File: src/rtl/ccff_loader.sv
// Configuration-chain bitstream loader: takes words over valid/ready, shifts them
// LSB-first onto the chain head and accumulates the parity of bits leaving the tail.
module ccff_loader #(
  parameter int CHAIN_LENGTH = 2048,
  parameter int WORD_WIDTH   = 8
) (
  input  logic                  prog_clk,
  input  logic                  prog_reset,
  input  logic                  start,
  input  logic [WORD_WIDTH-1:0] bs_data,
  input  logic                  bs_valid,
  output logic                  bs_ready,
  output logic                  ccff_head,
  output logic                  ccff_shift_en,
  input  logic                  ccff_tail,
  output logic                  busy,
  output logic                  done,
  output logic                  tail_parity
);

  localparam int CW  = $clog2(CHAIN_LENGTH + 1);
  localparam int WBW = $clog2(WORD_WIDTH + 1);
  localparam logic [CW-1:0]  CHAIN_BITS     = CW'(CHAIN_LENGTH);
  localparam logic [CW-1:0]  LEFT_ONE       = CW'(1);
  localparam logic [WBW-1:0] WORD_BITS_FULL = WBW'(WORD_WIDTH);
  localparam logic [WBW-1:0] WORD_ONE       = WBW'(1);

  typedef enum logic [1:0] {IDLE, LOAD, SHIFT, DONE} state_t;

  state_t                state_reg;
  logic [CW-1:0]         bits_left_reg;
  logic [WBW-1:0]        word_bits_reg;
  logic [WORD_WIDTH-1:0] shift_reg;
  logic                  full_word;

  // The last word of a load may be partial; only the remaining chain bits are shifted.
  assign full_word = int'(bits_left_reg) >= WORD_WIDTH;

  always_ff @(posedge prog_clk) begin
    if (prog_reset) begin
      state_reg     <= IDLE;
      bits_left_reg <= '0;
      word_bits_reg <= '0;
      shift_reg     <= '0;
      bs_ready      <= 1'b0;
      ccff_head     <= 1'b0;
      ccff_shift_en <= 1'b0;
      busy          <= 1'b0;
      done          <= 1'b0;
      tail_parity   <= 1'b0;
    end else begin
      case (state_reg)
        IDLE, DONE: begin
          if (start) begin
            tail_parity   <= 1'b0;
            done          <= 1'b0;
            busy          <= 1'b1;
            bs_ready      <= 1'b1;
            bits_left_reg <= CHAIN_BITS;
            state_reg     <= LOAD;
          end
        end
        LOAD: begin
          if (bs_valid) begin
            // Bit 0 goes straight to the head flop; the register holds what follows.
            shift_reg     <= bs_data >> 1;
            ccff_head     <= bs_data[0];
            ccff_shift_en <= 1'b1;
            bs_ready      <= 1'b0;
            word_bits_reg <= full_word ? WORD_BITS_FULL : WBW'(bits_left_reg);
            state_reg     <= SHIFT;
          end
        end
        SHIFT: begin
          tail_parity   <= tail_parity ^ ccff_tail;
          word_bits_reg <= word_bits_reg - WORD_ONE;
          bits_left_reg <= bits_left_reg - LEFT_ONE;
          shift_reg     <= shift_reg >> 1;
          if (word_bits_reg == WORD_ONE) begin
            ccff_shift_en <= 1'b0;
            ccff_head     <= 1'b0;
            if (bits_left_reg == LEFT_ONE) begin
              done      <= 1'b1;
              busy      <= 1'b0;
              state_reg <= DONE;
            end else begin
              bs_ready  <= 1'b1;
              state_reg <= LOAD;
            end
          end else begin
            ccff_head <= shift_reg[0];
          end
        end
        default: state_reg <= IDLE;
      endcase
    end
  end

endmodule

File: config.mk
export PLATFORM = sky130hd
export DESIGN_NAME = ccff_loader
export DESIGN_NICKNAME = d
export VERILOG_FILES = /design/src/rtl/ccff_loader.sv
export SDC_FILE = /design/constraint.sdc
export NUM_CORES = 1
export LEC_CHECK = 0
export BUFFER_PORTS_ARGS = -buffer_cell sky130_fd_sc_hd__buf_2
export CAP_MARGIN = 25
export CORE_MARGIN = 5
export CORE_UTILIZATION = 57
export DETAILED_ROUTE_END_ITERATION = 10
export MAX_ROUTING_LAYER = met4
export PLACE_DENSITY = 0.74
export SLEW_MARGIN = 15
export SYNTH_ARGS = -nofsm -noshare
export SYNTH_HDL_FRONTEND = slang
export SYNTH_SLANG_ARGS = --single-unit
export TNS_END_PERCENT = 5
File: constraint.sdc
create_clock -name prog_clk -period 2.1 [get_ports prog_clk]
set_clock_uncertainty 0.2 [all_clocks]
set_input_delay 0.42 -clock prog_clk [delete_from_list [all_inputs] [get_ports prog_clk]]
set_output_delay 0.42 -clock prog_clk [all_outputs]
set_load 0.02 [all_outputs]
# ---- Yosys cells after proc, flatten, opt, wreduce, memory -nomap -nowiden
# Cells that the tools add are included.
dict set report word_totals {
  output_inout_bits 6
  regBits 32
  in_bits 13
}
dict set report op_classes {
  n_lt_le_gt_ge 1
  n_addsub 2
  n_bitwise 1
  mux 31
  n_reduce_logical 10
  eq_ne 10
}
# op count
set ops {}
lappend ops {{$pmux W12 S2} 1}
lappend ops {{$pmux W8 S2} 1}
lappend ops {{$mux W1} 13}
lappend ops {{$eq A12 B1 Y1 const B} 1}
lappend ops {{$ge A12 B4 Y1 const B} 1}
lappend ops {{$mux W12} 1}
lappend ops {{$sub A12 B1 Y12 const B} 1}
lappend ops {{$ne A2 B2 Y1 const B} 5}
lappend ops {{$pmux W1 S2} 5}
lappend ops {{$mux W2} 4}
lappend ops {{$mux W4} 2}
lappend ops {{$mux W8} 1}
lappend ops {{$pmux W4 S2} 1}
lappend ops {{$reduce_and A4 Y1} 2}
lappend ops {{$pmux W2 S3} 1}
lappend ops {{$reduce_and A3 Y1} 2}
lappend ops {{$eq A2 B2 Y1 const B} 2}
lappend ops {{$eq A4 B1 Y1 const B} 1}
lappend ops {{$reduce_and A2 Y1} 2}
lappend ops {{$reduce_bool A2 Y1} 2}
lappend ops {{$sub A4 B1 Y4 const B} 1}
lappend ops {{$pmux W1 S3} 1}
lappend ops {{$eq A2 B1 Y1 const B} 1}
lappend ops {{$logic_not A2 Y1} 1}
lappend ops {{2 further kinds} 2}

# ---- Logic depth before layout (Yosys ltp)
# Gate-level depths: netlist of the first run.
dict set report depth {
  depth_word 4
  mapped_depth 7
  ltp_nobuf 6
}

# ---- Worst setup path before layout of the first run
# No wires, ideal clock.
dict set report synth_timing {
  kind {reg-to-reg}
  from {register state_reg[0]}
  to {register bits_left_reg[10]}
  arrival_time_ps 1592
  period_less_slack_ps 1863
  stages_incl_launch_ff 7
  slack_ps 237
  path_cell_list {dfxtp_1 > inv_1 > ha_1 > mux2_2 > nand3_1 > or3_1 > a21oi_1}
}
dict set report synth_via {
  elab_chain_cells 4
  elab_cells_between_ends 8
  classes_between {eq/ne: 3; mux: 1; reduce/logical: 4}
}
# item line
set synth_rtl {}
lappend synth_rtl {{start: declaration} 30} ;# state_t state_reg;
lappend synth_rtl {{start signal: assignment} 41} ;# state_reg <= IDLE;
lappend synth_rtl {{start signal: assignment} 60} ;# state_reg <= LOAD;
lappend synth_rtl {{start signal: assignment} 71} ;# state_reg <= SHIFT;
lappend synth_rtl {{$eq A2 B2 Y1 or $logic_not A2 Y1 (tied branches)} 52} ;# case (state_reg)
lappend synth_rtl {{$reduce_or A2 Y1} 52}
lappend synth_rtl {{$ne A2 B2 Y1 (no line) or $reduce_bool A2 Y1 (tied branches)} n/a}
lappend synth_rtl {{$reduce_and A2 Y1 (no line)} n/a}
lappend synth_rtl {{end signal: assignment} 77} ;# bits_left_reg <= bits_left_reg - LEFT_ONE;
lappend synth_rtl {{end: declaration} 31} ;# logic [CW-1:0] bits_left_reg;
# Several ways; a longest one is shown, not always the timed one.
# A chain may end at the register's enable or synchronous reset.

# ---- Final worst setup path of the first run
dict set report layout_timing {
  from {register state_reg[0]}
  to {register bits_left_reg[8]}
}
# The elaborated chain is that of the path after synthesis.

==> results of run 1 <==
==> power by group <==
part / total, mW / switching [mW] / internal (mW)
combinational: 0.920 / 0.500 / 0.420
sequential: 0.847 / 0.121 / 0.726
clock: 0.347 / 0.192 / 0.155
==> metal layers <==
layer / share of wire / routed length (um) / up-vias / global-route usage
li1: - / - / 699 / -
met1: 0.45 / 1510 / 648 / 0.216
met2: 0.49 / 1640 / 16 / 0.292
met3: 0.039 / 130 / 7 / 0.0719
met4: 0.018 / 61 / 0 / 0.0610
met5: 0 / 0 / - / -
==> how the worst max path moves through the flow <==
stage / from / endpoint / slack [ns]
final: state_reg[0] / bits_left_reg[8] / 0.11
after global routing: state_reg[0] / bits_left_reg[9] / 0.03
after CTS: state_reg[0] / bits_left_reg[2] / 0.09
after detailed placement: state_reg[0] / bits_left_reg[2] / 0.10
after global placement: state_reg[0] / bits_left_reg[7] / 0.18
after floorplan: state_reg[0] / bits_left_reg[10] / 0.24
==> worst min-delay path: stages <==
cell     delay [ns]
buf_2          0.10
nand3_1        0.07
a21oi_1        0.06
==> area by class of cell <==
class / instances / area, um^2
multi-input combinational: 134 / 922
fill: 247 / 920
sequential: 31 / 621
timing repair buffer: 25 / 143
clock buffer: 6 / 51.3
tap: 31 / 38.8
inverter: 9 / 33.8
clock inverter: 1 / 5.00
==> cell families (layout without fill, tap and decap cells) <==
group	count (synthesis)	count (layout)
AOI/OAI and AO/OA	41	41
xor gates and xnor gates	7	7
adders and majority gates	8	8
buffers and inverters	16	41
DFF	31	31
muxes	10	10
and+or+nand+nor	68	68
==> placed cells by master, fill, tap and decap left out, types with 2 or more instances in the layout <==
master    instances
o21ai_0           7
o22ai_1           2
nor4_1            2
a211oi_1         12
mux2i_1           8
buf_2            18
inv_1             9
buf_4             7
a21oi_1          12
nand4b_1          2
nor2_1           22
nand2b_1          3
nand2_1           8
xor2_1            6
mux2_2            2
and2_1            2
nor3b_1           4
and3_1            2
dfxtp_1          31
ha_1              7
nand4_1           6
or3_1             2
nor2b_1           4
nand3_1           4
nor3_1            4
clkbuf_4          5
==> cell usage after synthesis (all sizes together) (3+ instances only) <==
master | number | area (um^2)
nor4 | 3 | 33.8
nand4 | 6 | 37.5
xor2 | 6 | 52.6
nand2 | 8 | 30.0
nand3 | 4 | 20.0
nor3 | 4 | 20.0
ha | 8 | 100
nor2b | 5 | 31.3
a21oi | 12 | 60.1
nand2b | 3 | 18.8
nor3b | 4 | 30.0
dfxtp | 31 | 621
buf | 5 | 23.8
nor2 | 22 | 82.6
mux2i | 8 | 80.1
a211oi | 12 | 90.1
inv | 9 | 33.8
o21ai | 7 | 35.0
==> metrics by stage <==
stage                     utilization  setup WS (ns)  cells  total power, mW  hold WS (ns)
after CTS                       0.662         0.0928    237             2.13         0.155
after global routing            0.664         0.0343    237             2.29         0.142
after floorplan                     -          0.237    181             1.53         0.232
final                           0.664          0.114    237             2.11         0.162
after detailed placement        0.641          0.105    230             1.77         0.248
after global placement          0.641          0.178    230             1.73         0.244
==> results.py, run 1 <==
metrics = {
    "floorplan": {
        "rows": 19,
        "initial_core_util": 0.586,
        "ios": 19,
        "coreArea_um2": 2730,
        "die_y_um": 63.0,
        "die-area_um2": 3970,
        "die_x_um": 63.0,
    },
    "clock_network": {
        "clockBufferDepth": 2,
        "clk_pin_slew_ns": 0.09,
        "insertion_delay_ns": 0.33,
        "cts_root_buf": "clkbuf_4",
        "cts_tree": "yes",
        "postCtsSetupRepairBufs": 0,
        "cts_max_level": 2,
        "ctsHoldBuffers": 0,
        "ctsResizeCount": 0,
        "clock_sinks": 31,
        "cts_inserted_buffers": 5,
    },
    "synth": {
        "ys_types": 37,
        "ys_ff_latch": 31,
        "synth_edf_count": 0,
        "synth_compound_area_frac": 0.176,
        "syn_inst": 181,
        "synthesis.nets": 202,
        "synth_top_family_by_area": "simple AND/OR/NAND/NOR gates",
        "synthAdderAreaFrac": 0.0625,
        "synthMuxAreaShare": 0.0640,
        "async_flop_share": 0,
        "synthXorXnorAreaFrac": 0.0383,
        "yosys_warnings": 0,
        "synthSimpleGateAreaFrac": 0.231,
        "netlist_area_um2": 1600,
        "ys.flop_type": "dfxtp_1",
        "syn_area_per_cell_um2": 8.86,
        "seq_area_frac_synth": 0.387,
    },
    "place": {
        "port_buffers": 18,
        "dpl.hpwl_um": 2510,
        "dpl_cell_area_um2": 1750,
        "globalplace.congestion": 0.810,
    },
    "sta": {
        "setup_tns_ns": 0,
        "relSlewSlack": 0.583,
        "period_share": 0.946,
        "rsz0062_at_grt": "false",
        "final_hold_viol_count": 0,
        "max_freq_mhz": 503,
        "period_needed_ns": 1.99,
        "setup_viol": 0,
        "drv_slew": 0,
        "tightest_slew_ns": 0.620,
    },
    "drt": {
        "first_iter_violations": 62,
        "routed_wl_um": 3350,
        "vias_per_cell": 5.78,
        "num_vias": 1370,
        "drc_errors": 0,
        "drt_pass1_iterations": 4,
        "wl_per_cell_um": 14.1,
        "ant_nets": 0,
    },
    "hold_path": {
        "whs_endpoint": "shift_reg[6]",
        "hp-class": "in2reg",
        "worstHoldPathCells": 3,
        "hold_start": "bs_data[7]",
    },
    "global_route": {
        "grt_usage": 0.186,
        "antenna_found_initial": 0,
        "gr-total-overflow": 0,
        "grt_pass1_wl_um": 5760,
        "grt_pass1_vias": 1327,
        "grt_max_degree": 16,
    },
    "cells_and_area": {
        "area_growth_pct": 13.2,
        "final_cell_area_um2": 1810,
        "largest_reg_flops": 12,
        "antennaDiodeCount": 0,
        "drive_gt1_frac": 0.189,
        "num-nets-final": 227,
    },
    "setup_path": {
        "crit_slowest_cell": "dfxtp_1",
        "critPathMaxStageDelay_ns": 0.39,
        "reg2reg_to": "bits_left_reg[8]",
        "path_cells": "inv_1 -> ha_2 -> mux2_2 -> buf_4 -> nand4_1 -> xor2_1 -> nor2_1",
        "crit_cells": 7,
        "rr_worst_depth": 7,
        "startpoint_type": "flip-flop",
        "required_ns": 2.11,
        "crit_type": "reg2reg",
        "worstPathArrival_ns": 2.00,
        "worstSetupEndpointType": "flip-flop",
        "cp_max_fo": 7,
        "cp_num_buf_inv": 2,
        "cp_top_family": "flip-flops",
        "regToRegSetupSlack_ns": 0.11,
        "r2r_start": "state_reg[0]",
    },
    "power_and_ir_drop": {
        "powerDensity_nw_per_um2": 1160,
        "vdd_drop_max_mv": 0.887,
        "power_leakage_nw": 0.708,
    },
    "status": {
        "status": "complete, no violations",
    },
    "run": {
        "maxCapViolCount": 0,
    },
}
No activity file was read; power rests on OpenSTA's default activity.
==> run 2: changes to the inputs <==
- CORE_UTILIZATION: 57 -> 61
- PLACE_DENSITY: 0.74 -> 0.79
- clock period: 2.1 -> 2.6 ns (I/O delays scaled with it)
==> results.py, run 2 (synthesis results as in run 1) <==
metrics = {
    "drt": {
        "ant_nets": 0,
        "wl_per_cell_um": 14.6,
        "num_vias": 1365,
        "routed_wl_um": 3380,
        "drc_errors": 0,
        "first_iter_violations": 109,
        "vias_per_cell": 5.91,
        "drt_pass1_iterations": 4,
    },
    "clock_network": {
        "ctsHoldBuffers": 0,
        "cts_inserted_buffers": 5,
        "cts_tree": "yes",
        "insertion_delay_ns": 0.33,
        "clock_sinks": 31,
        "clockBufferDepth": 2,
        "cts_max_level": 2,
        "ctsResizeCount": 0,
        "clk_pin_slew_ns": 0.10,
        "cts_root_buf": "clkbuf_4",
        "postCtsSetupRepairBufs": 0,
    },
    "setup_path": {
        "rr_worst_depth": 6,
        "crit_type": "reg2reg",
        "required_ns": 2.66,
        "reg2reg_to": "word_bits_reg[2]",
        "cp_max_fo": 11,
        "startpoint_type": "flip-flop",
        "worstSetupEndpointType": "flip-flop",
        "worstPathArrival_ns": 2.11,
        "regToRegSetupSlack_ns": 0.55,
        "r2r_start": "state_reg[0]",
    },
    "place": {
        "dpl_cell_area_um2": 1710,
        "globalplace.congestion": 0.847,
        "port_buffers": 18,
        "post-place-ws_ns": 0.573,
        "dpl.hpwl_um": 2420,
        "dpl.cell_count": 223,
    },
    "power_and_ir_drop": {
        "seq_power_share": 0.417,
        "vdd_drop_max_mv": 0.787,
        "p_sw_uw": 663,
        "clkPwrFrac": 0.161,
        "swShare": 0.402,
        "powerDensity_nw_per_um2": 939,
        "finalPower_mw": 1.65,
        "power_leakage_nw": 0.675,
        "combPwrFrac": 0.423,
        "p_int_uw": 987,
    },
    "cells_and_area": {
        "drive_gt1_frac": 0.149,
        "multi_input_area_um2": 917,
        "num-nets-final": 221,
        "fillers": 201,
        "final_common_cell": "dfxtp_1",
        "final_cell_area_um2": 1760,
        "seq_area_um2": 621,
        "final-instance-count-excl-fill": 231,
        "area_growth_pct": 9.60,
        "largest_reg_flops": 12,
        "final_cell_mix": "dfxtp_1 (31), nor2_1 (22), buf_2 (18)",
        "fin_util": 0.703,
        "antennaDiodeCount": 0,
    },
    "floorplan": {
        "initial_core_util": 0.641,
        "coreArea_um2": 2500,
        "rows": 18,
        "die_y_um": 61.3,
        "die-area_um2": 3750,
        "ios": 19,
        "die_x_um": 61.3,
    },
    "sta": {
        "finalWorstSetupSlack_ns": 0.546,
        "rsz0062_at_grt": "false",
        "drv_slew": 0,
        "relSlewSlack": 0.567,
        "tightest_slew_ns": 0.644,
        "final_hold_viol_count": 0,
        "setup_viol": 0,
        "holdWs_ns": 0.272,
        "setup_tns_ns": 0,
        "period_needed_ns": 2.05,
        "max_freq_mhz": 487,
        "period_share": 0.790,
    },
    "run": {
        "maxCapViolCount": 0,
    },
    "global_route": {
        "gr-total-overflow": 0,
        "antenna_found_initial": 0,
        "grt_max_degree": 27,
        "grt_usage": 0.215,
        "grt_pass1_vias": 1329,
        "grt_pass1_wl_um": 5740,
    },
    "hold_path": {
        "whs_endpoint": "shift_reg[6]",
        "hp-class": "in2reg",
        "hold_start": "bs_data[7]",
        "worstHoldPathCells": 3,
    },
    "status": {
        "status": "complete, no violations",
    },
}
## run 2: worst max path at each step
stage / cells past startpoint / slack, ns / end / from
final: 6 / 0.55 / word_bits_reg[2] / state_reg[0]
after global placement: 6 / 0.60 / word_bits_reg[2] / state_reg[0]
after global routing: 6 / 0.42 / word_bits_reg[2] / state_reg[0]
after CTS: 6 / 0.54 / word_bits_reg[2] / state_reg[0]
after detailed placement: 6 / 0.57 / word_bits_reg[2] / state_reg[0]
after floorplan: 6 / 0.74 / bits_left_reg[10] / state_reg[0]
## run 2: power by group through the flow
stage | Clock (mW) | Combinational (mW) | Sequential (mW)
floorplan | 0 | 0.540 | 0.697
global placement | 0 | 0.660 | 0.687
detailed placement | 0 | 0.691 | 0.694
CTS | 0.271 | 0.698 | 0.685
global route | 0.295 | 0.776 | 0.706
finish | 0.265 | 0.698 | 0.687
## run 2: area by class of cell
type	count	area share
multi-input combinational	134	0.522
clock inverter	1	0.00285
timing repair buffer	19	0.0556
clock buffer	7	0.0256
inverter	9	0.0192
sequential	31	0.353
tap	30	0.0214
## run 2: worst max-delay path, cell delays in order (launching register included)
cell and delay (ns):
dfxtp_1 0.39, inv_1 0.06, ha_1 0.32, buf_4 0.25, mux2i_1 0.37, o22ai_1 0.16, a211oi_1 0.24
## run 2: per-layer routing
metal | vias up | wire length [um] | track usage
li1 | 690 | - | -
met2 | 19 | 1630 | 0.329
met4 | 0 | 70 | 0.0867
met5 | - | 0 | -
met1 | 648 | 1550 | 0.257
met3 | 8 | 131 | 0.0734
